--- src/rtl/tmds_pkg.sv ---
// Shared TMDS receive definitions: control tokens, control code type, alignment state.
package tmds_pkg;

    localparam int unsigned SYMBOL_W = 10;
    localparam int unsigned DATA_W   = 8;
    localparam int unsigned CTRL_W   = 2;

    localparam logic [SYMBOL_W-1:0] CTRL_TOKEN_00 = 10'b1101010100;
    localparam logic [SYMBOL_W-1:0] CTRL_TOKEN_01 = 10'b0010101011;
    localparam logic [SYMBOL_W-1:0] CTRL_TOKEN_10 = 10'b0101010100;
    localparam logic [SYMBOL_W-1:0] CTRL_TOKEN_11 = 10'b1010101011;

    typedef logic [CTRL_W-1:0] ctrl_t;

    typedef enum logic [1:0] {
        ALIGN_SEARCH    = 2'd0,
        ALIGN_SLIP_WAIT = 2'd1,
        ALIGN_LOCKED    = 2'd2
    } tmds_align_state_t;

    // One decoded symbol as carried between pipeline stages.
    typedef struct packed {
        logic              is_ctrl;
        ctrl_t             ctrl;
        logic [DATA_W-1:0] data;
    } tmds_sym_t;

endpackage

--- src/rtl/tmds_symbol_decode.sv ---
// Combinational TMDS 10b->8b symbol decode: control token detect plus data recovery.
module tmds_symbol_decode
    import tmds_pkg::*;
(
    input  logic [SYMBOL_W-1:0] symbol,
    output logic                is_ctrl_c,
    output logic [CTRL_W-1:0]   ctrl_c,
    output logic [DATA_W-1:0]   data_c
);

    logic [DATA_W-1:0] d;

    always_comb begin
        is_ctrl_c = 1'b1;
        ctrl_c    = 2'b00;
        case (symbol)
            CTRL_TOKEN_00: ctrl_c = 2'b00;
            CTRL_TOKEN_01: ctrl_c = 2'b01;
            CTRL_TOKEN_10: ctrl_c = 2'b10;
            CTRL_TOKEN_11: ctrl_c = 2'b11;
            default:       is_ctrl_c = 1'b0;
        endcase
    end

    // Undo the optional inversion, then the XOR/XNOR transition chain selected by bit 8.
    always_comb begin
        d         = symbol[9] ? ~symbol[7:0] : symbol[7:0];
        data_c    = '0;
        data_c[0] = d[0];
        for (int i = 1; i < int'(DATA_W); i++) begin
            data_c[i] = symbol[8] ? (d[i] ^ d[i-1]) : ~(d[i] ^ d[i-1]);
        end
    end

endmodule

--- src/rtl/tmds_decoder.sv ---
// TMDS receive decoder with word-alignment FSM driving deserializer bitslip.
// Optional TMDS_DECODER_ERR_CNT_EN adds err_count (saturating lock-loss count).
module tmds_decoder
    import tmds_pkg::*;
#(
    parameter int unsigned ALIGN_TOKENS = 8,
    parameter int unsigned SEARCH_LIMIT = 4096,
    parameter int unsigned SLIP_WAIT    = 16
) (
    input  logic        clock,
    input  logic        reset,
    input  logic        symbol_valid,
    input  logic [9:0]  symbol,
    output logic        out_valid,
    output logic [7:0]  data,
    output logic        de,
    output logic [1:0]  ctrl,
    output logic        locked,
    output logic        bitslip
`ifdef TMDS_DECODER_ERR_CNT_EN
    ,
    output logic [15:0] err_count
`endif
);

    localparam int unsigned TOK_W  = $clog2(ALIGN_TOKENS + 1);
    localparam int unsigned CNT_W  = $clog2(SEARCH_LIMIT + 1);
    localparam int unsigned WAIT_W = $clog2(SLIP_WAIT + 1);

    tmds_sym_t          dec_c;
    tmds_sym_t          s1_sym;
    logic               s1_valid;

    tmds_align_state_t  state_q, state_d;
    logic [TOK_W-1:0]   tok_cnt_q, tok_cnt_d;
    logic [CNT_W-1:0]   sym_cnt_q, sym_cnt_d;
    logic [WAIT_W-1:0]  wait_cnt_q, wait_cnt_d;
    logic               locked_d, bitslip_d, lock_lost_c;

    tmds_symbol_decode u_decode (
        .symbol    (symbol),
        .is_ctrl_c (dec_c.is_ctrl),
        .ctrl_c    (dec_c.ctrl),
        .data_c    (dec_c.data)
    );

    // Stage 1: capture qualifier and decoded symbol.
    always_ff @(posedge clock or posedge reset) begin
        if (reset) begin
            s1_valid <= 1'b0;
            s1_sym   <= '0;
        end else begin
            s1_valid <= symbol_valid;
            if (symbol_valid) begin
                s1_sym <= dec_c;
            end
        end
    end

    // Stage 2: outputs; data holds across control tokens, ctrl holds across data.
    always_ff @(posedge clock or posedge reset) begin
        if (reset) begin
            out_valid <= 1'b0;
            data      <= '0;
            de        <= 1'b0;
            ctrl      <= '0;
        end else begin
            out_valid <= s1_valid;
            if (s1_valid) begin
                de <= ~s1_sym.is_ctrl;
                if (s1_sym.is_ctrl) begin
                    ctrl <= s1_sym.ctrl;
                end else begin
                    data <= s1_sym.data;
                end
            end
        end
    end

    always_ff @(posedge clock or posedge reset) begin
        if (reset) begin
            state_q    <= ALIGN_SEARCH;
            tok_cnt_q  <= '0;
            sym_cnt_q  <= '0;
            wait_cnt_q <= '0;
        end else begin
            state_q    <= state_d;
            tok_cnt_q  <= tok_cnt_d;
            sym_cnt_q  <= sym_cnt_d;
            wait_cnt_q <= wait_cnt_d;
        end
    end

    // sym_cnt doubles as the token-free gap counter while locked.
    always_comb begin
        state_d    = state_q;
        tok_cnt_d  = tok_cnt_q;
        sym_cnt_d  = sym_cnt_q;
        wait_cnt_d = wait_cnt_q;
        case (state_q)
            ALIGN_SEARCH: begin
                if (s1_valid) begin
                    tok_cnt_d = s1_sym.is_ctrl ? tok_cnt_q + TOK_W'(1) : '0;
                    sym_cnt_d = sym_cnt_q + CNT_W'(1);
                    if (tok_cnt_d == TOK_W'(ALIGN_TOKENS)) begin
                        state_d   = ALIGN_LOCKED;
                        tok_cnt_d = '0;
                        sym_cnt_d = '0;
                    end else if (sym_cnt_d == CNT_W'(SEARCH_LIMIT)) begin
                        state_d    = ALIGN_SLIP_WAIT;
                        tok_cnt_d  = '0;
                        sym_cnt_d  = '0;
                        wait_cnt_d = '0;
                    end
                end
            end
            ALIGN_SLIP_WAIT: begin
                if (wait_cnt_q == WAIT_W'(SLIP_WAIT)) begin
                    state_d    = ALIGN_SEARCH;
                    wait_cnt_d = '0;
                    tok_cnt_d  = '0;
                    sym_cnt_d  = '0;
                end else begin
                    wait_cnt_d = wait_cnt_q + WAIT_W'(1);
                end
            end
            ALIGN_LOCKED: begin
                if (s1_valid) begin
                    sym_cnt_d = s1_sym.is_ctrl ? '0 : sym_cnt_q + CNT_W'(1);
                    if (sym_cnt_d == CNT_W'(SEARCH_LIMIT)) begin
                        state_d   = ALIGN_SEARCH;
                        sym_cnt_d = '0;
                        tok_cnt_d = '0;
                    end
                end
            end
            default: begin
                state_d    = ALIGN_SEARCH;
                tok_cnt_d  = '0;
                sym_cnt_d  = '0;
                wait_cnt_d = '0;
            end
        endcase
    end

    always_comb begin
        locked_d    = (state_d == ALIGN_LOCKED);
        bitslip_d   = (state_q == ALIGN_SEARCH) && (state_d == ALIGN_SLIP_WAIT);
        lock_lost_c = (state_q == ALIGN_LOCKED) && (state_d == ALIGN_SEARCH);
    end

    always_ff @(posedge clock or posedge reset) begin
        if (reset) begin
            locked  <= 1'b0;
            bitslip <= 1'b0;
        end else begin
            locked  <= locked_d;
            bitslip <= bitslip_d;
        end
    end

`ifdef TMDS_DECODER_ERR_CNT_EN
    always_ff @(posedge clock or posedge reset) begin
        if (reset) begin
            err_count <= '0;
        end else if (lock_lost_c && (err_count != 16'hFFFF)) begin
            err_count <= err_count + 16'd1;
        end
    end
`else
    logic unused_lock_lost;
    assign unused_lock_lost = lock_lost_c;
`endif

endmodule

--- config.mk ---
export PLATFORM = sky130hd
export DESIGN_NAME = tmds_decoder
export DESIGN_NICKNAME = d
export VERILOG_FILES = /design/src/rtl/tmds_pkg.sv /design/src/rtl/tmds_symbol_decode.sv /design/src/rtl/tmds_decoder.sv
export SDC_FILE = /design/constraint.sdc
export NUM_CORES = 1
export LEC_CHECK = 0
export ABC_AREA = 0
export CAP_MARGIN = 20
export CORE_MARGIN = 3
export CORE_UTILIZATION = 51
export DETAILED_ROUTE_END_ITERATION = 12
export GPL_ROUTABILITY_DRIVEN = 1
export MAX_ROUTING_LAYER = met4
export PLACE_DENSITY = 0.79
export SYNTH_ARGS = -nofsm -noshare
export SYNTH_HDL_FRONTEND = slang
export SYNTH_SLANG_ARGS = --single-unit
export TNS_END_PERCENT = 10
--- constraint.sdc ---
create_clock -name clock -period 2.87 [get_ports clock]
set_input_delay 0.287 -clock clock [delete_from_list [all_inputs] [get_ports clock]]
set_output_delay 0.287 -clock clock [all_outputs]
set_load 0.005 [all_outputs]
* After elaboration in Yosys (flattened, before gate mapping)
Cells that the tools add are included.
** Word-level totals
- Register bits :: 50
- Output and inout port bits :: 14
- Memories :: 0
- Bits of input ports :: 13
- Bits in writable memories :: 0
- Logic and storage cells :: 98
- Latch bits :: 0
- ROM bits :: 0
** Operators by class
- Shifts and indexed selects :: 0
- Multipliers :: 0
- $lt $le $gt $ge :: 0
- Bitwise gates (word level) :: 17
- Divide/modulo/power cells :: 0
- Reduce and logical (&&, ||, !) cells :: 8
- Mux-type cells :: 38
- Add/subtract/negate cells :: 3
- Eq/ne operators :: 18
** Operators with widths (count)
- $mux 13 :: 7
- $pmux 13 s3 :: 1
- $mux 4 :: 7
- $eq 13x13->1 const B :: 2
- $eq 10x10->1 const B :: 2
- $mux 5 :: 4
- $pmux 5 s3 :: 1
- $add 13x1->13 const B :: 1
- $mux 2 :: 6
- $ne 2x2->1 const B :: 6
- $pmux 2 s3 :: 2
- $pmux 4 s3 :: 1
- $eq 10x8->1 const B :: 1
- $eq 10x9->1 const B :: 1
- $not 1->1 :: 9
- $mux 1 :: 8
- $mux 8 :: 1
- $not 8->8 :: 1
- $reduce_and 4->1 :: 2
- $xor 1x1->1 :: 7
- $add 5x1->5 const B :: 1
- $eq 5x5->1 const B :: 1
- $add 4x1->4 const B :: 1
- $eq 2x1->1 const B :: 2
- 7 further kinds :: 9

* Logic depth before layout (Yosys ltp)
Gate-level depths: netlist of run 1.
- Word-level depth :: 8
- Gate-level depth with buffers :: 10
- Gate-level depth less buffers :: 8

* Cells and area by module
A second synthesis of run 1 with hierarchy kept.
** Second synthesis, totals
- Cell total of the unflattened synthesis :: 274
- Area total of the unflattened synthesis :: 2880.3 um^2
** By module, submodules not included
- tmds_decoder :: cells each 239, area an instance 2601.2 um^2, seq. area each 1251.2 um^2, times used 1
- tmds_symbol_decode :: cells each 35, area an instance 279.0 um^2, seq. area each 0.0 um^2, times used 1

* Least setup slack after synthesis of run 1
Ideal clock, no wire load.
- Path type :: register to register
- From :: register sym_cnt_q[0]
- To :: register sym_cnt_q[11]
- Setup slack :: 0.191 ns
- Stages on the path, launching flop included :: 11
- Arrival time :: 2.553 ns
- Clock period less this slack :: 2.679 ns
- Library setup time :: 0.126 ns
- Data required time :: 2.744 ns
- Buffers on the path :: 2
- Cells stage by stage :: dfrtp_1 ha_1 buf_4 nand4_1 o31ai_1 o2111ai_2 nor4_4 a211o_1 a21oi_1 buf_6 a221o_1
** Between the ends
- Cells in the longest elaborated chain, start to end :: 6
- Elaborated cells between the ends (all ways) :: 10
- Classes of those cells :: 1 x add/sub; 2 x eq/ne; 7 x mux
** Ends and longest elaborated chain
- from (decl) :: line tmds_decoder.sv:36 : logic [CNT_W-1:0] sym_cnt_q, sym_cnt_d;
- from (signal assigned) :: line tmds_decoder.sv:89 : sym_cnt_q <= sym_cnt_d;
- $add 13x1->13 * :: line tmds_decoder.sv:104, tmds_decoder.sv:129
- $mux 13 or $eq 13x13->1 (tied branches) :: line tmds_decoder.sv:129, tmds_decoder.sv:109
- $eq 13x13->1 or $mux 13 (tied branches) :: line tmds_decoder.sv:130, tmds_decoder.sv:109
- $mux 13 (on tied branches) :: line tmds_decoder.sv:130, tmds_decoder.sv:105
- $mux 13 (on tied branches) :: line tmds_decoder.sv:128, tmds_decoder.sv:102
- $pmux 13 s3 * :: line tmds_decoder.sv:100 : case (state_q)
Every way passes the cells marked *; elsewhere a longest branch is shown, timed or not. The select of a mux whose other input is x is not followed.
A chain may end at the register's enable or synchronous reset.

* Worst setup path in the final report of run 1
- From :: register sym_cnt_q[0]
- To :: register tok_cnt_q[3]
** Between the ends
- Cells in the longest elaborated chain, start to end :: 6
- Elaborated cells between the ends (all ways) :: 10
- Classes of those cells :: 1 x add/sub; 3 x eq/ne; 5 x mux; 1 x reduce/logical
** Ends and longest elaborated chain
- $add 13x1->13 * :: line tmds_decoder.sv:104, tmds_decoder.sv:129
- $eq 13x13->1 :: line tmds_decoder.sv:109 : end else if (sym_cnt_d == CNT_W'(SEARCH_LIMIT)) begin
- $mux 4 :: line tmds_decoder.sv:109
- $mux 4 :: line tmds_decoder.sv:105 : if (tok_cnt_d == TOK_W'(ALIGN_TOKENS)) begin
- $mux 4 :: line tmds_decoder.sv:102 : if (s1_valid) begin
- $pmux 4 s3 :: line tmds_decoder.sv:100
- to (signal assigned) :: line tmds_decoder.sv:88 : tok_cnt_q <= tok_cnt_d;
- to (decl) :: line tmds_decoder.sv:35 : logic [TOK_W-1:0] tok_cnt_q, tok_cnt_d;
Marks and branches as above.

==> tab_implementation.tex, run 1 <==
\begin{tabular}{lr}
\hline
Metric & Value \\
\hline
\multicolumn{2}{l}{\textbf{Worst setup path}} \\
\quad Critical path launch point & sym\_cnt\_q[0] \\
\quad Critical path class & flop to flop \\
\quad Crit. End Element & flop \\
\quad Largest incremental delay on the critical path & between 0.5 and 0.6 ns \\
\quad Termination of the worst setup path & tok\_cnt\_q[3] \\
\quad Data arrival time at the worst-slack endpoint & 3.02 ns \\
\quad CP max stage cell & or4\_4 \\
\quad Largest driver fanout on the critical path & 5 \\
\quad FF-to-FF Start & sym\_cnt\_q[0] \\
\quad Internal reg-to-reg setup slack & $\sim$0.042 ns \\
\quad Type of origin of the critical path & flop \\
\quad Cells on worst reg2reg path & 9 \\
\quad Cell-by-cell listing of the critical path & ha\_4 -> nand3\_1 -> or4\_4 -> o311a\_1 -> nor4\_4 -> buf\_4 -> nand2\_1 -> a21oi\_4 -> mux2\_2 \\
\quad Reg2reg end & tok\_cnt\_q[3] \\
\quad Critical path data required time & roughly 3 ns \\
\multicolumn{2}{l}{\textbf{Floorplanning}} \\
\quad I/O pin cnt & 27 \\
\quad Area of the core & about 5200 um\^{}2 \\
\quad Initial core utilization & between 50 and 60\% \\
\quad Total Die Area & 6340 um\^{}2 \\
\quad Row Count & 26 \\
\quad Die outline height & roughly 80 um \\
\quad Die width & approximately 80 um \\
\multicolumn{2}{l}{\textbf{Timing}} \\
\quad Max-slew violation total from the final report & 0 \\
\quad Period Utilization, post-route & 98.5\% \\
\quad Worst hold slack after final layout & between 0.3 and 0.4 ns \\
\quad Slew margin rel. & between 40\% and 50\% \\
\quad Maximum clock skew at final layout & between 0.005 and 0.006 ns \\
\quad Top achievable clock speed & $\sim$0.35 GHz \\
\quad Worst Tran Pin Value & a little over 0.8 ns \\
\quad Min Clock Period, post-route & approximately 2.8 ns \\
\quad Number of failing setup endpoints in the final timing report & 0 \\
\quad Count of endpoints failing hold in the final timing report & 0 \\
\quad Post-route worst setup slack & between 0.04 and 0.05 ns \\
\multicolumn{2}{l}{\textbf{Global routing}} \\
\quad Total Routing Usage GR & a little under a fifth \\
\quad Number of global-route vias before repair & $\sim$2100 \\
\quad Pin count of the biggest net entering global routing & 34 \\
\quad Wire length of the first global-routing pass & roughly 9400 um \\
\quad Number of antenna violations at the first check in global routing & 0 \\
\quad Gr ovfl total & 0 \\
\multicolumn{2}{l}{\textbf{Routing}} \\
\quad Wire per inst & 15.0 um \\
\quad \# DRC & 0 \\
\quad DRC violation total after the first TritonRoute iteration & 158 \\
\quad First-pass iteration count of the detailed router & 4 \\
\quad Final ANT Viol Nets & 0 \\
\quad Vias per inst & about 5.8 \\
\quad Wire length after detailed routing & about 5700 um \\
\quad Vias after detailed routing & $\sim$2200 \\
\multicolumn{2}{l}{\textbf{Yosys}} \\
\quad Primary FF master, synth & dfrtp\_1 \\
\quad Post-synthesis instance area & about 2800 um\^{}2 \\
\quad Cell variety after synth & 56 \\
\quad Yosys warning total & 0 \\
\quad Proportion of register bits with asynchronous set or reset after synthesis & 100\% \\
\quad Largest cells by area after synthesis & dfrtp\_1 45\%, mux2\_2 5.3\%, xnor2\_1 4.4\% \\
\quad Post-synthesis sequential element count & 50 \\
\quad Number of nets in the synthesized netlist & between 200 and 300 \\
\quad Avg Cell Area, Syn & about 10 um\^{}2 \\
\quad Number of synthesized flops with an enable pin & 0 \\
\quad Sequential share of the synthesized area & roughly 45\% \\
\quad Library cell occupying the most area in the post-synthesis netlist & dfrtp\_1 \\
\quad Fraction of synthesized cell area taken by the top area cell type & between 40\% and 50\% \\
\quad Synthesized instance count & 276 \\
\multicolumn{2}{l}{\textbf{Finish}} \\
\quad Share of final-layout standard cells stronger than drive strength 1 & between 10\% and 20\% \\
\quad N\_diodes & 0 \\
\quad Area Growth Syn to Fin & 18.4\% \\
\quad Final-stage net count & between 300 and 400 \\
\multicolumn{2}{l}{\textbf{Run status}} \\
\quad Outcome & finished, final reports clean \\
\multicolumn{2}{l}{\textbf{Placed design}} \\
\quad Dpl hpwl & slightly below 4000 um \\
\quad GPL Wtd Cong & 0.892 \\
\quad Worst slack at placement & 0.134 ns \\
\quad Input/output buffers & 26 \\
\multicolumn{2}{l}{\textbf{Pwr}} \\
\quad Areal power density over the cells & just over 500 nW/um\^{}2 \\
\quad IR drop worst, VDD & roughly 0.00038 V \\
\quad Sequential share of power & roughly 52\% \\
\quad Leak pwr & 1.35 nW \\
\quad Clock power frac & between 20\% and 30\% \\
\quad Combinational power share & around 22\% \\
\quad Fraction of power spent switching nets & between 20 and 30\% \\
\quad Switching power & roughly 470 uW \\
\quad Internal Dissipation & 1.22 mW \\
\multicolumn{2}{l}{\textbf{CTS}} \\
\quad Clock Latency Late Sink & $\sim$0.3 ns \\
\quad CTS clk-pin slew, worst paths & roughly 0.090 ns \\
\quad CTS buffer count & 5 \\
\quad Bufs on Longest Clock Path & 2 \\
\quad CTS tree & yes \\
\quad H-tree depth & 2 \\
\quad Root buffer selected by CTS & clkbuf\_8 \\
\quad Sinks on Clock Net & 50 \\
\multicolumn{2}{l}{\textbf{Worst hold path}} \\
\quad Worst min-delay path category & input pin to asynchronous set/reset pin \\
\multicolumn{2}{l}{\textbf{Run}} \\
\quad Number of max-cap violations & 0 \\
\hline
\end{tabular}
-- timing repair --
| item | 4_1_cts | 5_1_grt |
|---|---|---|
| setup buffers | 0 | 3 |
| endpoints found under the hold margin | 0 | 0 |
| gates resized for setup | 0 | 9 |
| hold buffers | 0 | 0 |
| setup endpoints to repair | 0 | 3 |
-- final cells by class --
cell class | instances | area (um^2)
flip-flops and latches | 50 | 1250
clock buffers | 7 | 96.3
inverters | 11 | 41.3
multi-input cells | 197 | 1400
clock inverters | 1 | 8.76
repair buffers | 42 | 380
well taps | 70 | 87.6
fillers | 424 | 1900
-- power by group through the flow --
stage	Combinational (mW)	Sequential (mW)	Clock [mW]
2_1_floorplan	0.239	0.853	0
3_3_place_gp	0.355	0.873	0
3_5_place_dp	0.360	0.878	0
4_1_cts	0.363	0.865	0.463
5_1_grt	0.407	0.885	0.491
6_report	0.369	0.871	0.450
-- synth_stat cells (5+ instances only) --
cell	n
a211oi_1	6
o21ai_1	5
nor2_1	29
a21oi_1	19
xnor2_1	14
nand2_1	12
o21ai_0	5
nand3_1	15
mux2_2	13
dfrtp_1	50
a221o_1	8
clkbuf_1	8
inv_1	11
-- layout by cell type, fill, tap and decap left out, drive strengths merged, types with 2 or more instances in the layout --
master,n
xnor2,14
nor2b,2
a211o,4
clkbuf,7
and2,4
buf,16
nor3,3
a311oi,2
or3,2
nor4,2
or4,2
nand3,16
a211oi,6
o21ai,10
clkdlybuf4s50,26
o31ai,2
a21oi,20
nand4,4
a2111oi,3
nor4bb,2
dfrtp,50
a221o,8
xor2,4
o2111ai,2
nand3b,3
mux2,13
a22o,2
nand2b,2
mux2i,4
ha,4
nor2,29
and3,3
nor4b,2
inv,11
nand2,12
-- critical path: cells and delay by family, from the launching register on --
family,cells,cell delay [ns]
fa+ha+maj,1,0.16
buf+inv,1,0.18
compound gates,2,0.41
simple gates,4,1.21
mux,1,0.35
flops,1,0.40
-- routing by layer --
metal  routed length (um)  vias to the layer above  share of wire, %  track usage, %
li1                     -                     1073                 -               -
met1                 2570                     1072                45            24.0
met2                 2810                       57                50            31.5
met3                  219                        8               3.9            3.05
met4                   68                        0               1.2            6.53
met5                    0                        -                 0               -
-- logic make-up after synthesis --
kind of cell | Yosys count | share of synthesized area (%)
compound gates | 66 | 17.0
fa+ha+maj | 4 | 1.81
buf+inv | 29 | 5.25
mux | 17 | 6.75
flops | 50 | 45.3
simple gates | 92 | 18.2
xor+xnor | 18 | 5.70
-- per-stage QoR --
stage                     utilization [%]  cells  setup TNS, ns  power (mW)  cell area [um^2]
after floorplan                         -    276              0        1.09              2760
after detailed placement             60.0    367              0        1.24              3110
after global placement               60.0    367              0        1.23              3110
after CTS                            62.1    375              0        1.69              3210
after global routing                 63.3    378         -0.102        1.78              3270
final                                63.3    378              0        1.69              3270
-- sequential cells by signal, summed over array words and instances (netlist names) --
register    count
state_q         2
de              1
sym_cnt_q      13
tok_cnt_q       4
out_valid       1
s1_sym         11
wait_cnt_q      5
bitslip         1
s1_valid        1
ctrl            2
locked          1
data            8
-- how the worst min path moves through the flow --
| stage | cells after the start | to | from |
|---|---|---|---|
| floorplan | 0 | s1_valid | symbol_valid |
| global placement | 1 | de | de |
| detailed placement | 1 | data[2] | s1_sym[2] |
| CTS | 2 | data[6] | reset |
| global route | 2 | data[7] | reset |
| finish | 2 | data[6] | reset |
(Power assumes the default switching activity.)
==> inputs of run 2 (changes only) <==
- CORE_UTILIZATION: 51 -> 52
- PLACE_DENSITY: 0.79 -> 0.8
- SYNTH_HIERARCHICAL: unset -> 1
==> tab_implementation.tex, run 2 <==
\begin{tabular}{lr}
\hline
Metric & Value \\
\hline
\multicolumn{2}{l}{\textbf{Run status}} \\
\quad Outcome & finished, final reports clean \\
\multicolumn{2}{l}{\textbf{Global routing}} \\
\quad Pin count of the biggest net entering global routing & 33 \\
\quad Number of global-route vias before repair & $\sim$2100 \\
\quad Gr ovfl total & 0 \\
\quad Total Routing Usage GR & 20.0\% \\
\quad Number of antenna violations at the first check in global routing & 0 \\
\quad Wire length of the first global-routing pass & 9890 um \\
\multicolumn{2}{l}{\textbf{Worst setup path}} \\
\quad Critical path data required time & just over 3 ns \\
\quad Type of origin of the critical path & flop \\
\quad Critical path class & flop to flop \\
\quad Crit. End Element & flop \\
\quad Internal reg-to-reg setup slack & roughly 0.19 ns \\
\quad Largest driver fanout on the critical path & 8 \\
\quad Data arrival time at the worst-slack endpoint & between 2 and 3 ns \\
\multicolumn{2}{l}{\textbf{Yosys}} \\
\quad Cell variety after synth & 55 \\
\quad Sequential share of the synthesized area & between 40\% and 50\% \\
\quad Library cell occupying the most area in the post-synthesis netlist & dfrtp\_1 \\
\quad Post-synthesis instance area & around 2900 um\^{}2 \\
\quad Cell types with the highest counts after synthesis & 50 x dfrtp\_1, 23 x nand2\_1, 22 x mux2\_2, 20 x inv\_1, 12 x ha\_1 \\
\quad Primary FF master, synth & dfrtp\_1 \\
\quad Avg Cell Area, Syn & between 10 and 15 um\^{}2 \\
\quad Proportion of register bits with asynchronous set or reset after synthesis & 100\% \\
\quad Number of nets in the synthesized netlist & between 200 and 300 \\
\quad Yosys warning total & 6 \\
\quad Post-synthesis sequential element count & 50 \\
\quad Fraction of synthesized cell area taken by the top area cell type & approximately 43\% \\
\quad Synthesized instance count & between 200 and 300 \\
\quad Most used standard cell by instance count after synthesis & dfrtp\_1 \\
\quad Largest cells by area after synthesis & dfrtp\_1 43\%, mux2\_2 8.6\%, ha\_1 5.2\% \\
\quad Number of synthesized flops with an enable pin & 0 \\
\multicolumn{2}{l}{\textbf{Routing}} \\
\quad Final ANT Viol Nets & 0 \\
\quad DRC violation total after the first TritonRoute iteration & 183 \\
\quad First-pass iteration count of the detailed router & 4 \\
\quad Wire per inst & 15.0 um \\
\quad Wire length after detailed routing & between 5000 and 6000 um \\
\quad Vias after detailed routing & 2095 \\
\quad \# DRC & 0 \\
\quad Vias per inst & 5.71 \\
\multicolumn{2}{l}{\textbf{Pwr}} \\
\quad Overall power consumption & $\sim$1.6 mW \\
\quad Leak pwr & 1.43 nW \\
\quad Areal power density over the cells & approximately 480 nW/um\^{}2 \\
\quad IR drop worst, VDD & 0.000307 V \\
\multicolumn{2}{l}{\textbf{CTS}} \\
\quad Sinks on Clock Net & 50 \\
\quad CTS tree & yes \\
\quad Clock Latency Late Sink & 0.29 ns \\
\quad H-tree depth & 2 \\
\quad Bufs on Longest Clock Path & 2 \\
\quad \# hold bufs at CTS & 0 \\
\quad CTS clk-pin slew, worst paths & approximately 0.090 ns \\
\quad Root buffer selected by CTS & clkbuf\_8 \\
\quad Buffer count from post-CTS setup fixing & 0 \\
\quad CTS buffer count & 5 \\
\multicolumn{2}{l}{\textbf{Timing}} \\
\quad Post-route worst setup slack & $\sim$0.19 ns \\
\quad Top achievable clock speed & $\sim$0.37 GHz \\
\quad Worst Tran Pin Value & 0.593 ns \\
\quad Setup Total Neg Slack & 0 ns \\
\quad Slew margin rel. & between 60\% and 70\% \\
\quad Number of failing setup endpoints in the final timing report & 0 \\
\quad Min Clock Period, post-route & 2.68 ns \\
\quad Max-slew violation total from the final report & 0 \\
\quad Period Utilization, post-route & roughly 93\% \\
\quad Maximum clock skew at final layout & around 0.0055 ns \\
\quad Worst hold slack after final layout & 0.295 ns \\
\quad Count of endpoints failing hold in the final timing report & 0 \\
\multicolumn{2}{l}{\textbf{Finish}} \\
\quad Share of final-layout standard cells stronger than drive strength 1 & between 15 and 20\% \\
\quad Top library cells by usage in the layout, fill and taps aside & 50 x dfrtp\_1, 26 x clkdlybuf4s50\_1, 23 x nand2\_1 \\
\quad Final-stage net count & around 320 \\
\quad FILL cells & approximately 420 \\
\quad Commonest non-fill, non-tap cell in the layout & dfrtp\_1 \\
\quad Final core utilization & 62.8\% \\
\quad N\_diodes & 0 \\
\quad Largest registers ranked by flip-flop count & sym\_cnt\_q x13, s1\_sym x11, data x8 \\
\quad Area Growth Syn to Fin & 14.2\% \\
\quad Max reg flops & 13 \\
\quad Register with the highest flop count & sym\_cnt\_q \\
\multicolumn{2}{l}{\textbf{Placed design}} \\
\quad Dpl hpwl & between 4000 and 5000 um \\
\quad Input/output buffers & 26 \\
\quad GPL Wtd Cong & between 0.8 and 0.9 \\
\quad Worst slack at placement & -0.00476 ns \\
\multicolumn{2}{l}{\textbf{Floorplanning}} \\
\quad Die width & approximately 80 um \\
\quad I/O pin cnt & 27 \\
\quad Die outline height & between 80 and 90 um \\
\quad Row Count & 26 \\
\quad Initial core utilization & a little over half \\
\quad Area of the core & 5240 um\^{}2 \\
\quad Total Die Area & between 6000 and 7000 um\^{}2 \\
\multicolumn{2}{l}{\textbf{Worst hold path}} \\
\quad Worst min-delay path category & input pin to asynchronous set/reset pin \\
\multicolumn{2}{l}{\textbf{Run}} \\
\quad Number of max-cap violations & 0 \\
\hline
\end{tabular}
## run 2: critical path: stages, from the launching register on
cell,delay (ns)
dfrtp_1,0.45
ha_2,0.29
nand4_1,0.21
nor4_2,0.37
nor3_2,0.14
nor4_4,0.42
and2b_1,0.20
o21ai_2,0.10
a221o_1,0.38
## run 2: kinds of logic after synthesis
logic type | after synthesis | synth area share, %
simple gates | 78 | 16.6
xor+xnor | 17 | 5.43
mux | 27 | 10.4
fa+ha+maj | 12 | 5.21
flops | 50 | 43.4
compound gates | 54 | 13.1
buf+inv | 36 | 5.86
## run 2: worst paths after layout
check,cells after the start,start,to
min in group clock,1,s1_sym[0],data[0]
worst max register to register,8,sym_cnt_q[0],tok_cnt_q[2]
worst min register to register,1,s1_sym[0],data[0]
max in group asynchronous,3,reset,data[4]
worst min-delay path,2,reset,wait_cnt_q[4]
worst max-delay path,8,sym_cnt_q[0],tok_cnt_q[2]
## run 2: routing by layer
metal	vias to the layer above	GRT usage, %	part of all wire, %
met5	-	-	0
met4	0	6.42	1.2
met3	6	3.59	4.7
met2	64	31.4	49
met1	1003	26.3	45
li1	1022	-	-
## run 2: timing repair
action / CTS / global route
cloned: 0 / 0
resized for setup: 1 / 5
pin swaps: 0 / 0
setup endpoints to repair: 3 / 8
## run 2: where the power goes
part / internal, mW / switching [mW]
combinational: 0.182 / 0.138
clock: 0.195 / 0.213
sequential: 0.776 / 0.0739
## run 2: cell type report
| cell class | count | area (um^2) | area share, % |
|---|---|---|---|
| Timing Repair Buffer | 31 | 298 | 9.05 |
| Clock buffer | 7 | 86.3 | 2.62 |
| Sequential cell | 50 | 1250 | 38.0 |
| Clock inverter | 1 | 5.00 | 0.152 |
| Tap cell | 70 | 87.6 | 2.66 |
| Inverter | 20 | 75.1 | 2.28 |
| Multi-Input combinational cell | 188 | 1490 | 45.2 |
## run 2: per-stage QoR
step,instance area (um^2),std cells
after floorplan,2880,274
after global placement,3170,359
after detailed placement,3170,359
after CTS,3270,367
after global routing,3290,367
final,3290,367
